`config.mk`:
```
export PLATFORM = sky130hd
export DESIGN_NAME = obi_ram_bridge_flat
export DESIGN_NICKNAME = d
export VERILOG_FILES = /design/src/rtl/obi_ram_pkg.sv /design/src/rtl/obi_ram_bridge_if.sv /design/src/rtl/obi_ram_lfsr.sv /design/src/rtl/obi_ram_bridge.sv /design/src/flat_wrapper.sv
export SDC_FILE = /design/constraint.sdc
export NUM_CORES = 1
export LEC_CHECK = 0
export BUFFER_PORTS_ARGS = -buffer_cell sky130_fd_sc_hd__buf_2
export CAP_MARGIN = 0
export CORE_AREA = 2 2 73 75
export DETAILED_ROUTE_END_ITERATION = 8
export DIE_AREA = 0 0 75 77
export HOLD_SLACK_MARGIN = 0.05
export PLACE_DENSITY = 0.63
export SYNTH_ARGS = -nofsm -noshare
export SYNTH_HDL_FRONTEND = slang
export SYNTH_SLANG_ARGS = --single-unit
```
`constraint.sdc`:
```
create_clock -name clk_i -period 0.9 [get_ports clk_i]
set_input_delay 0.18 -clock clk_i [delete_from_list [all_inputs] [get_ports clk_i]]
set_output_delay 0.18 -clock clk_i [all_outputs]
set_load 0.1 [all_outputs]
```
`src/rtl/obi_ram_pkg.sv`:
```
// Shared types and constants for the OBI-to-RAM bridge and its stall generator.
package obi_ram_pkg;

    typedef enum logic {
        IDLE = 1'b0,
        WAIT = 1'b1
    } stall_state_e;

    localparam int          STALL_W           = 3;
    // Fibonacci taps 16,14,13,11 map to state bits 15,13,12,10.
    localparam logic [15:0] LFSR_TAPS         = 16'hB400;
    localparam logic [15:0] LFSR_SEED_DEFAULT = 16'hACE1;

endpackage

```
`src/rtl/obi_ram_bridge_if.sv`:
```
// OBI data port plus RAM port of the bridge; slave modport is the bridge side.
interface obi_ram_bridge_if #(
    parameter int ADDR_WIDTH = 22
);

    logic                  data_req_i;
    logic                  data_gnt_o;
    logic [ADDR_WIDTH-1:0] data_addr_i;
    logic                  data_we_i;
    logic [3:0]            data_be_i;
    logic [31:0]           data_wdata_i;
    logic                  data_rvalid_o;
    logic [31:0]           data_rdata_o;

    logic                  ram_en_o;
    logic                  ram_we_o;
    logic [ADDR_WIDTH-1:0] ram_addr_o;
    logic [3:0]            ram_be_o;
    logic [31:0]           ram_wdata_o;
    logic [31:0]           ram_rdata_i;

    modport slave (
        input  data_req_i, data_addr_i, data_we_i, data_be_i, data_wdata_i, ram_rdata_i,
        output data_gnt_o, data_rvalid_o, data_rdata_o,
               ram_en_o, ram_we_o, ram_addr_o, ram_be_o, ram_wdata_o
    );

    modport master (
        output data_req_i, data_addr_i, data_we_i, data_be_i, data_wdata_i, ram_rdata_i,
        input  data_gnt_o, data_rvalid_o, data_rdata_o,
               ram_en_o, ram_we_o, ram_addr_o, ram_be_o, ram_wdata_o
    );

endinterface

```
`src/rtl/obi_ram_lfsr.sv`:
```
// 16-bit Fibonacci LFSR stepping every cycle; loads seed under synchronous reset.
module obi_ram_lfsr
    import obi_ram_pkg::*;
(
    input  logic        clk_i,
    input  logic        rst_ni,
    input  logic [15:0] seed,
    output logic [15:0] state
);

    // NOTE: non-blocking assignment so every flop samples the pre-edge state.
    always_ff @(posedge clk_i) begin
        if (!rst_ni) begin
            state <= seed;
        end else begin
            state <= {state[14:0], ^(state & LFSR_TAPS)};
        end
    end

endmodule

```
`src/rtl/obi_ram_bridge.sv`:
```
// OBI data port to 1-cycle-latency RAM bridge; define OBI_RAM_STALL_EN to insert
// pseudo-random grant stalls for protocol stress.
module obi_ram_bridge
    import obi_ram_pkg::*;
#(
    parameter int          ADDR_WIDTH = 22,
    parameter logic [15:0] LFSR_SEED  = LFSR_SEED_DEFAULT
) (
    input  logic            clk_i,
    input  logic            rst_ni,
    obi_ram_bridge_if.slave bus
);

    logic                  gnt;
    logic                  handshake;
    logic                  rvalid_q;
    logic                  was_read_q;
    logic [ADDR_WIDTH-1:0] addr;

    assign addr      = bus.data_addr_i;
    assign handshake = bus.data_req_i & gnt;

    // Request fields go straight to the RAM; only the enable is qualified.
    assign bus.ram_en_o    = handshake;
    assign bus.ram_we_o    = bus.data_we_i;
    assign bus.ram_addr_o  = addr;
    assign bus.ram_be_o    = bus.data_be_i;
    assign bus.ram_wdata_o = bus.data_wdata_i;
    assign bus.data_gnt_o  = gnt;

`ifdef OBI_RAM_STALL_EN
    stall_state_e       state;
    logic [STALL_W-1:0] cnt;
    logic [15:0]        lfsr_state;
    logic [STALL_W-1:0] n;
    logic               unused_lfsr_bits;

    obi_ram_lfsr u_lfsr (
        .clk_i  (clk_i),
        .rst_ni (rst_ni),
        .seed   (LFSR_SEED),
        .state  (lfsr_state)
    );

    assign n                = lfsr_state[STALL_W-1:0];
    assign unused_lfsr_bits = ^lfsr_state[15:STALL_W];

    // NOTE: default first so no path through the case leaves gnt unassigned (no latch).
    always_comb begin
        gnt = 1'b0;
        if (rst_ni) begin
            case (state)
                IDLE:    gnt = bus.data_req_i && (n == '0);
                WAIT:    gnt = bus.data_req_i && (cnt == '0);
                default: gnt = 1'b0;
            endcase
        end
    end

    always_ff @(posedge clk_i) begin
        if (!rst_ni) begin
            state <= IDLE;
            cnt   <= '0;
        end else begin
            case (state)
                IDLE: begin
                    if (bus.data_req_i && (n != '0)) begin
                        cnt   <= n - 1'b1;
                        state <= WAIT;
                    end
                end
                WAIT: begin
                    // A dropped request is a protocol violation; abandon the stall.
                    if (!bus.data_req_i || (cnt == '0)) begin
                        state <= IDLE;
                    end else begin
                        cnt <= cnt - 1'b1;
                    end
                end
                default: state <= IDLE;
            endcase
        end
    end
`else
    logic unused_seed;

    assign unused_seed = ^LFSR_SEED;
    assign gnt         = bus.data_req_i & rst_ni;
`endif

    // OBI responses have no backpressure, so a single response register suffices.
    always_ff @(posedge clk_i) begin
        if (!rst_ni) begin
            rvalid_q   <= 1'b0;
            was_read_q <= 1'b0;
        end else begin
            rvalid_q   <= handshake;
            was_read_q <= handshake & ~bus.data_we_i;
        end
    end

    assign bus.data_rvalid_o = rvalid_q;
    assign bus.data_rdata_o  = (rvalid_q && was_read_q) ? bus.ram_rdata_i : 32'h0;

endmodule

```
`src/flat_wrapper.sv`:
```
// flat-port wrapper written by rule: the top's interface ports become plain ports
module obi_ram_bridge_flat import obi_ram_pkg::*;
#(
    parameter int          ADDR_WIDTH = 22,
    parameter logic [15:0] LFSR_SEED  = LFSR_SEED_DEFAULT
)
  (clk_i, rst_ni, bus_data_req_i, bus_data_addr_i, bus_data_we_i, bus_data_be_i, bus_data_wdata_i, bus_ram_rdata_i, bus_data_gnt_o, bus_data_rvalid_o, bus_data_rdata_o, bus_ram_en_o, bus_ram_we_o, bus_ram_addr_o, bus_ram_be_o, bus_ram_wdata_o);
  obi_ram_bridge_if #(.ADDR_WIDTH(ADDR_WIDTH)) bus_i ();
  input  logic clk_i;
  input  logic rst_ni;
  input wire logic [$bits(bus_i.data_req_i)-1:0] bus_data_req_i;
  input wire logic [$bits(bus_i.data_addr_i)-1:0] bus_data_addr_i;
  input wire logic [$bits(bus_i.data_we_i)-1:0] bus_data_we_i;
  input wire logic [$bits(bus_i.data_be_i)-1:0] bus_data_be_i;
  input wire logic [$bits(bus_i.data_wdata_i)-1:0] bus_data_wdata_i;
  input wire logic [$bits(bus_i.ram_rdata_i)-1:0] bus_ram_rdata_i;
  output wire logic [$bits(bus_i.data_gnt_o)-1:0] bus_data_gnt_o;
  output wire logic [$bits(bus_i.data_rvalid_o)-1:0] bus_data_rvalid_o;
  output wire logic [$bits(bus_i.data_rdata_o)-1:0] bus_data_rdata_o;
  output wire logic [$bits(bus_i.ram_en_o)-1:0] bus_ram_en_o;
  output wire logic [$bits(bus_i.ram_we_o)-1:0] bus_ram_we_o;
  output wire logic [$bits(bus_i.ram_addr_o)-1:0] bus_ram_addr_o;
  output wire logic [$bits(bus_i.ram_be_o)-1:0] bus_ram_be_o;
  output wire logic [$bits(bus_i.ram_wdata_o)-1:0] bus_ram_wdata_o;
  assign bus_i.data_req_i = bus_data_req_i;
  assign bus_i.data_addr_i = bus_data_addr_i;
  assign bus_i.data_we_i = bus_data_we_i;
  assign bus_i.data_be_i = bus_data_be_i;
  assign bus_i.data_wdata_i = bus_data_wdata_i;
  assign bus_i.ram_rdata_i = bus_ram_rdata_i;
  assign bus_data_gnt_o = bus_i.data_gnt_o;
  assign bus_data_rvalid_o = bus_i.data_rvalid_o;
  assign bus_data_rdata_o = bus_i.data_rdata_o;
  assign bus_ram_en_o = bus_i.ram_en_o;
  assign bus_ram_we_o = bus_i.ram_we_o;
  assign bus_ram_addr_o = bus_i.ram_addr_o;
  assign bus_ram_be_o = bus_i.ram_be_o;
  assign bus_ram_wdata_o = bus_i.ram_wdata_o;
  obi_ram_bridge #(.ADDR_WIDTH(ADDR_WIDTH), .LFSR_SEED(LFSR_SEED)) u_core (.clk_i(clk_i), .rst_ni(rst_ni), .bus(bus_i));
endmodule
```
Word level (Yosys, flattened, before mapping):

Index checks and enable logic that the tools add are counted.

* bitwise operators: 4
* mux-type cells: 1
* divide/modulo/power cells: 0
* equality and inequality tests: 0
* shift operators: 0
* reductions and logical operators: 1
* order comparisons: 0
* multiply operators: 0
* add/subtract/negate cells: 0

Operators by type and width (number)
* $mux 32: 1
* $and 1x1->1: 3
* $logic_and 1x1->1: 1
* $not 1->1: 1

* memory bits (writable): 0
* ROM bits: 0
* bits in latches: 0
* bits in registers: 2
* memories: 0
* input bits: 94
* word-level logic and storage cells: 8

Depth between registers and ports, before layout:

* depth in word-level cells: 3
* gate-level depth with buffers: 2
* depth with buffers taken out: 1

Least setup slack after synthesis:

No wires, ideal clock.

* path type: reg2out
* from: register u_core.rvalid_q, in the netlist u_core.bus.data_rvalid_o
* to: output port bus_data_rdata_o[22]
* arrival: 2073 ps
* path slack: -1353 ps
* required time: 720 ps
* stages on the path, launching flop included: 3
* path through: dfxtp_1 > clkbuf_2 > and3_1

* word-level cells in the longest chain between the ends: 2

RTL lines
* start: declaration: RTL line obi_ram_bridge.sv:16 `logic rvalid_q;`
* start signal: assignment: RTL line obi_ram_bridge.sv:97 `rvalid_q <= handshake;`
* $logic_and 1x1->1: RTL line obi_ram_bridge.sv:103 `assign bus.data_rdata_o = (rvalid_q && was_read_q) ? bus.ram_rdata_i : 32'h0;`
* $mux 32: RTL line obi_ram_bridge.sv:103
* end: declaration: RTL line flat_wrapper.sv:19 `output wire logic [$bits(bus_i.data_rdata_o)-1:0] bus_data_rdata_o;`

Every way passes these cells.

Worst setup path after layout:

* from: register u_core.was_read_q
* to: output port bus_data_rdata_o[0]

* word-level cells in the longest chain between the ends: 2

RTL lines
* start: declaration: RTL line obi_ram_bridge.sv:17 `logic was_read_q;`
* start signal: assignment: RTL line obi_ram_bridge.sv:98 `was_read_q <= handshake & ~bus.data_we_i;`
* $logic_and 1x1->1: RTL line obi_ram_bridge.sv:103
* $mux 32: RTL line obi_ram_bridge.sv:103

Every way passes these cells.

==> out/qor.yml <==
drv_slew: 0
peakVddDrop_mv: 0.379
vias: 723
p_per_area_nw_per_um2: 607
status: "finished, violations left"
finalSetupViolCount: 33
synth_top_area_share_pct: 60.7
htreeDepth: 1
seqPwrFrac_pct: 10.4
pwr-share-clk_pct: 39.5
p_leak_nw: 0.661
yosysTopAreaCell: "buf_4"
pin_count: 188
drt-pass1-iter-count: 2
place_area_um2: 1430
switching_share_pct: 37.0
synth_common_cells: "60 x buf_4, 32 x and3_1, 5 x buf_2, 2 x and2_1, 2 x dfxtp_1"
synthTopCellsByArea: "buf_4 61%, and3_1 27%, dfxtp_1 5.4%"
cts_root_buffer: "clkbuf_8"
period_share_pct: 143
place_ws_ns: -0.281
synth_edf_count: 0
syn2layout_area_growth_pct: 110
antenna_found_initial: 0
crit_required_ns: 0.72
netlist_area_um2: 742
ys_types: 7
critPathMaxFanout: 16
syn_inst: 103
power_switching_w: 0.000350
combPwrFrac_pct: 50.1
hold_viol_final: 0
numCtsBuffers: 3
gp_congestion: 0.617
antenna_cells: 0
violations: "negative setup slack"
grt_pass1_vias: 710
core_area_um2: 4980
post_drt_via_cell_ratio: 3.87
syn_nets: 197
synth_top_flop_cell: "dfxtp_1"
die_h_um: 77
grt_max_degree: 18
worstMarginPinSlew_ns: 0.0882
critPathKind: "register to output port"
overflow: 0
synth_seq_cells: 2
crit_arrival_ns: 1.11
grt_pass1_wl_mm: 3.89
grt_usage_pct: 8.74
fin_crit_ns: 1.29
timing.final.ws_setup_ns: -0.388
max_freq_mhz: 776
place.port_buffers: 71
die_w_um: 75
clock-sinks: 2
fin_hold_ws_ns: 0.200
power.internal_w: 0.000597
worstSetupStartpoint: "u_core.was_read_q$_SDFF_PN0_"
ctsHoldBuffers: 0
drc_errors: 0
hold_path.class: "input pin to register"
yosysWarnings: 0
critPathCaptureType: "output port"
relSlewSlack_pct: 94.1
drtIter0Drc: 14
design_area_um2: 1560
synth_area_per_cell_um2: 7.20
maxCapViolations: 0
cts_tree: "done"
ant_nets: 0
die_area_um2: 5780
initial_core_util_pct: 14.9
clk_pin_slew_ns: 0.03
wl_mm: 2.82
rows: 26
synth-async-reset-ratio_pct: 0
ys_seq_area_share_pct: 5.40
post_drt_wl_per_cell_um: 15.1
nets: 212
cp-start-kind: "register"
cts_buffer_depth: 2
drive_gt1_share_pct: 97.4
rsz0062_at_grt: "yes"
worstSetupEndpoint: "bus_data_rdata_o[0]"
yosysMostFrequentCell: "buf_4"
## cell families after synthesis
kind of cell  share of synthesized area [%]
buf+inv                                64.8
flops                                  5.40
simple gates                           29.8
## flip-flops by register name, indices dropped and copies added, names as in the netlist
signal / cells
u_core.bus.data_rvalid_o: 1
u_core.was_read_q: 1
## critical path: stages, from the launching register on
cell	delay, ns
dfxtp_4	0.37
buf_12	0.15
and3_4	0.20
buf_12	0.17
## area by class of cell
class | count | area, um^2
fill | 493 | 3420
timing repair buffer | 76 | 995
multi-input combinational | 35 | 384
tap | 70 | 87.6
sequential | 2 | 47.5
clock buffer | 4 | 45.0
## placed cells by master (no fill, tap or decap), drive strengths merged
cell type / Yosys / routed
buf: 65 / 76
and3b: 1 / 1
clkbuf: 1 / 4
and2: 2 / 2
dfxtp: 2 / 2
and3: 32 / 32
## power groups by stage
stage / Clock (W) / Combinational, W / Sequential, W
CTS: 0.000387 / 0.000478 / 0.0000984
global placement: 0 / 0.000414 / 0.000116
finish: 0.000374 / 0.000474 / 0.0000983
detailed placement: 0 / 0.000420 / 0.000116
global route: 0.000391 / 0.000497 / 0.0000987
floorplan: 0 / 0.00146 / 0.000115
## how the worst min path moves through the flow
| stage | from | end | slack [ns] | depth (start not counted) |
|---|---|---|---|---|
| global placement | bus_data_addr_i[10] | bus_ram_addr_o[10] | 0.36 | 0 |
| floorplan | rst_ni | u_core.bus.data_rvalid_o$_SDFF_PN0_ | 0.30 | 1 |
| detailed placement | bus_data_addr_i[10] | bus_ram_addr_o[10] | 0.36 | 0 |
| global route | rst_ni | u_core.bus.data_rvalid_o$_SDFF_PN0_ | 0.23 | 2 |
| CTS | rst_ni | u_core.bus.data_rvalid_o$_SDFF_PN0_ | 0.20 | 2 |
| finish | rst_ni | u_core.bus.data_rvalid_o$_SDFF_PN0_ | 0.20 | 2 |
## per-stage QoR
stage | setup TNS [ns] | std cells | utilization (%) | power, W
final | -12.33 | 187 | 31.3 | 0.000947
after global routing | -13.24 | 187 | 31.3 | 0.000986
after CTS | -12.70 | 187 | 31.3 | 0.000963
after detailed placement | -8.41 | 180 | 28.8 | 0.000537
after global placement | -7.94 | 180 | 28.8 | 0.000529
after floorplan | -13.00 | 103 | - | 0.00157
## routing by layer
layer / up-vias / track usage (%) / share of wire [%]
li1: 309 / - / -
met1: 304 / 6.20 / 24
met2: 82 / 16.1 / 50
met4: 0 / 7.68 / 7.4
met5: - / 0 / 0
met3: 28 / 3.94 / 19
## what timing repair did
action,in CTS,in global routing
setup buffers,2,0
endpoints found under the setup margin,33,33
pin swaps,1,1
gates resized for setup,8,0
gates cloned,1,0
No activity file was read; power rests on OpenSTA's default activity.
